$ cat src/rtl/mul16_seq_ctrl.sv
// rtl/mul16_seq_ctrl.sv - sequential signed 16x16 multiplier, one 4x4 nibble partial product per cycle
// Accepts an operand pair in IDLE, accumulates 16 nibble products in RUN, presents p in DONE.
module mul16_seq_ctrl (
   input  logic        clk,
   input  logic        rst,
   input  logic        in_valid,
   output logic        in_ready,
   input  logic [15:0] a,
   input  logic [15:0] b,
   output logic        out_valid,
   input  logic        out_ready,
   output logic [31:0] p,
   output logic        busy,
   output logic [3:0]  pp_idx
);

   typedef enum logic [1:0] {IDLE, RUN, DONE} state_t;

   state_t      state, state_nx;
   logic [15:0] a_q, b_q;
   logic [31:0] acc;
   logic [3:0]  k;

   logic [1:0]        i, j;
   logic [3:0]        na, nb;
   logic signed [4:0] na_s, nb_s;
   logic signed [9:0] pp;
   logic [31:0]       pp_ext;
   logic [2:0]        ij;
   logic [31:0]       pp_shift;

   assign i = k[3:2];
   assign j = k[1:0];
   assign na = a_q[{i, 2'b00} +: 4];
   assign nb = b_q[{j, 2'b00} +: 4];

   // Only the top nibble carries the operand sign; lower nibbles are plain magnitudes.
   assign na_s = {(i == 2'd3) ? na[3] : 1'b0, na};
   assign nb_s = {(j == 2'd3) ? nb[3] : 1'b0, nb};
   assign pp = na_s * nb_s;
   assign pp_ext = {{22{pp[9]}}, pp};
   assign ij = {1'b0, i} + {1'b0, j};
   assign pp_shift = pp_ext << {ij, 2'b00};

   always_ff @(posedge clk) begin
      if (rst) begin
         state <= IDLE;
         acc   <= 32'd0;
         k     <= 4'd0;
         a_q   <= 16'd0;
         b_q   <= 16'd0;
      end else begin
         state <= state_nx;
         case (state)
            IDLE: begin
               if (in_valid) begin
                  a_q <= a;
                  b_q <= b;
                  acc <= 32'd0;
                  k   <= 4'd0;
               end
            end
            RUN: begin
               acc <= acc + pp_shift;
               k   <= k + 4'd1;
            end
            default: ;
         endcase
      end
   end

   always_comb begin
      state_nx  = state;
      in_ready  = 1'b0;
      out_valid = 1'b0;
      case (state)
         IDLE: begin
            in_ready = 1'b1;
            if (in_valid) state_nx = RUN;
         end
         RUN: begin
            if (k == 4'd15) state_nx = DONE;
         end
         DONE: begin
            out_valid = 1'b1;
            if (out_ready) state_nx = IDLE;
         end
         default: state_nx = IDLE;
      endcase
   end

   assign p      = acc;
   assign busy   = (state != IDLE);
   assign pp_idx = (state == RUN) ? k : 4'd0;

endmodule
$ cat config.mk
export PLATFORM = sky130hd
export DESIGN_NAME = mul16_seq_ctrl
export DESIGN_NICKNAME = d
export VERILOG_FILES = /design/src/rtl/mul16_seq_ctrl.sv
export SDC_FILE = /design/constraint.sdc
export NUM_CORES = 1
export LEC_CHECK = 0
export CAP_MARGIN = 10
export CORE_ASPECT_RATIO = 1.5
export CORE_MARGIN = 2
export CORE_UTILIZATION = 57
export CTS_BUF_LIST = sky130_fd_sc_hd__clkbuf_16
export DETAILED_ROUTE_END_ITERATION = 10
export PLACE_DENSITY_LB_ADDON = 0.15
export SLEW_MARGIN = 20
export SYNTH_ARGS = -nofsm -noshare
export SYNTH_HDL_FRONTEND = slang
export SYNTH_SLANG_ARGS = --single-unit
$ cat constraint.sdc
create_clock -name clk -period 8.1 [get_ports clk]
set_clock_uncertainty 0.1 [all_clocks]
set_input_delay 1.62 -clock clk [delete_from_list [all_inputs] [get_ports clk]]
set_output_delay 1.62 -clock clk [all_outputs]
set_load 0.005 [all_outputs]
==> results.yml <==
outcome:
  status: "finished clean"
grt:
  grt_max_degree: 57
  grt_pass1_wl_um: 25200
  grt_overflow_total: 0
  grt_pass1_vias: 5450
  antenna_found_initial: 0
  track_usage_pct: 29.0
placement:
  globalplace.congestion: 0.962
  place_area_um2: 6490
  hpwl_um: 11800
  port_buffers: 74
  dp_slack_ns: 0.639
synthesis:
  synth.net_count: 843
  yosysMostFrequentCell: "nand2_1"
  synth_area_per_cell_um2: 7.71
  synthTopCellsByArea: "dfxtp_1 25%, ha_1 11%, a21oi_1 8.7%, nand2_1 8.2%, fa_1 6.7%"
  synth_seq_cells: 70
  netlist_top_cells_count: "124 x nand2_1, 99 x a21oi_1, 70 x dfxtp_1, 49 x ha_1, 49 x inv_1"
  synth_top_cell_by_area: "dfxtp_1"
  synth_compound_area_share_pct: 21.9
  netlist_instances: 739
  synthMuxAreaShare_pct: 3.69
  synthSimpleGateAreaFrac_pct: 22.0
  synth_cell_types: 54
  synth_xor_area_share_pct: 4.77
  synth.top_cell.area_share_pct: 24.6
  synthAdderAreaFrac_pct: 17.4
  synth-edff-count: 0
  ys.warnings.count: 0
  synth.yosys.seq_area_share_pct: 24.6
  synth_flop_cell: "dfxtp_1"
  synth_top_family_by_area: "simple AND/OR/NAND/NOR gates"
  syn_area_um2: 5700
  synthArstFlopShare_pct: 0
critical_path:
  r2r_start: "k[2]"
  cp.arrival_ns: 7.60
  path_max_fanout: 10
  end_kind: "flip-flop"
  path_class: "reg2reg"
  required_ns: 8.20
  cp-start-kind: "flip-flop"
  startpoint: "k[2]"
timing:
  hold_viol: 0
  setup_tns_ns: 0
  rsz0062_at_grt: "false"
  tightestPinTransition_ns: 1.06
  relSlewSlack_pct: 29.6
  final.min_clock_period_ns: 7.50
  maxSlewViolCount: 0
  final-setup-viol-count: 0
  post-route-period-util_pct: 92.6
  max_freq_mhz: 133
  setup_ws_ns: 0.600
routing:
  dr.pass1.iters: 5
  first_iter_violations: 335
  routed-via-count: 5459
  drtAntennaViolNets: 0
  wl_per_cell_um: 16.6
  viasPerCell: 5.97
  remaining_drc_errors: 0
  wirelength_um: 15200
power:
  total_power_uw: 847
  p_per_area_nw_per_um2: 125
  p_leak_nw: 2.87
  vdd_drop_max_mv: 0.115
clocking:
  cts_buffer_depth: 2
  clk_pin_slew_ns: 0.06
  htreeDepth: 3
  cts_tree: "yes"
  cts_sinks: 70
  cts_buffers: 9
  cts_root_buf: "clkbuf_16"
  postCtsSetupRepairBufs: 0
  cts_resized: 0
  ctsHoldBuffers: 0
  insertion_delay_ns: 0.34
cells_and_area:
  fin_util_pct: 69.9
  nets: 899
  fillers: 830
  layout-drive-gt1-share_pct: 5.13
  final_area_um2: 6770
  n_antenna_cell: 0
  area_delta_synth_final_pct: 18.8
floorplan:
  ioPinCount: 75
  die_area_um2: 10800
  rows: 44
  die_w_um: 85.6
  design.core.area_um2: 9690
  chipHeight_um: 126
  start_util_pct: 58.8
job:
  maxCapViolations: 0
hold_path:
  hold_class: "reg2reg"
  holdCritStartpoint: "a_q[12]"
[power by group]
group	switching, mW	internal [mW]	leakage (nW)
clock	0.166	0.211	0.133
sequential	0.00932	0.356	0.570
combinational	0.0594	0.0456	2.16
[through the flow]
stage	hold WS, ns	cells
2_1_floorplan	0.333	739
3_3_place_gp	0.341	899
3_5_place_dp	0.349	899
4_1_cts	0.358	915
5_1_grt	0.384	915
6_report	0.354	915
[state kept, by name, summed over array words and instances, names as in the netlist]
name and count:
p 32, b_q 16, k 4, a_q 16
state 2
[per-layer routing]
metal  global-route usage, %  vias to the layer above  routed length [um]
met1                    31.0                     2548                5690
met2                    54.0                      183                8140
met4                    14.0                        0                 692
li1                        -                     2674                   -
met5                       0                        -                   0
met3                    4.68                       54                 701
[cells in the final DEF, fill, tap and decap left out, drive strengths merged, types with 10 or more instances in the layout]
master,count
a21o,12
dfxtp,70
xnor2,15
and2,33
a211oi,10
nand3,25
nor3,11
nor2b,12
clkdlybuf4s50,73
nand2,124
ha,49
a21oi,99
o21ai,29
fa,19
inv,54
xor2,16
nor2,41
[kinds of logic (layout without fill, tap and decap cells)]
group / count (synthesis) / count (layout)
AND/OR/NAND/NOR: 271 / 271
AO/OA/AOI/OAI: 204 / 204
buffers and inverters: 84 / 145
flip-flops: 70 / 70
adder cells (fa/ha/maj): 68 / 68
XOR/XNOR: 31 / 31
multiplexers: 11 / 11
[critical path, stage by stage (launching register included)]
cell	delay, ns
dfxtp_1	0.61
mux4_2	0.60
or2_2	0.32
fa_1	0.51
fa_1	0.53
fa_1	0.56
inv_1	0.07
fa_1	0.48
a211oi_2	0.25
o21bai_1	0.11
a21oi_1	0.17
xnor2_1	0.19
and2_2	0.32
o31ai_1	0.31
nor2_1	0.08
ha_1	0.39
a21oi_1	0.26
o21ai_0	0.13
a32o_1	0.26
nor3_1	0.32
nand2_1	0.20
a311oi_1	0.35
xor2_1	0.17
o21ai_0	0.08
[layout make-up]
type / count / area, um^2 / share of cell area (%)
Sequential cell: 70 / 1400 / 20.7
Tap cell: 115 / 144 / 2.13
Clock inverter: 7 / 55.1 / 0.813
Timing Repair Buffer: 79 / 773 / 11.4
Clock buffer: 9 / 225 / 3.33
Multi-Input combinational cell: 585 / 3980 / 58.8
Inverter: 50 / 188 / 2.77
[worst paths after layout]
path	slack, ns	depth (start not counted)	to
max	0.60	23	p[21]
min reg2reg	0.35	2	a_q[12]
min	0.35	2	a_q[12]
max reg2reg	0.60	23	p[21]
Note: power is estimated with default switching activity, not from simulation.
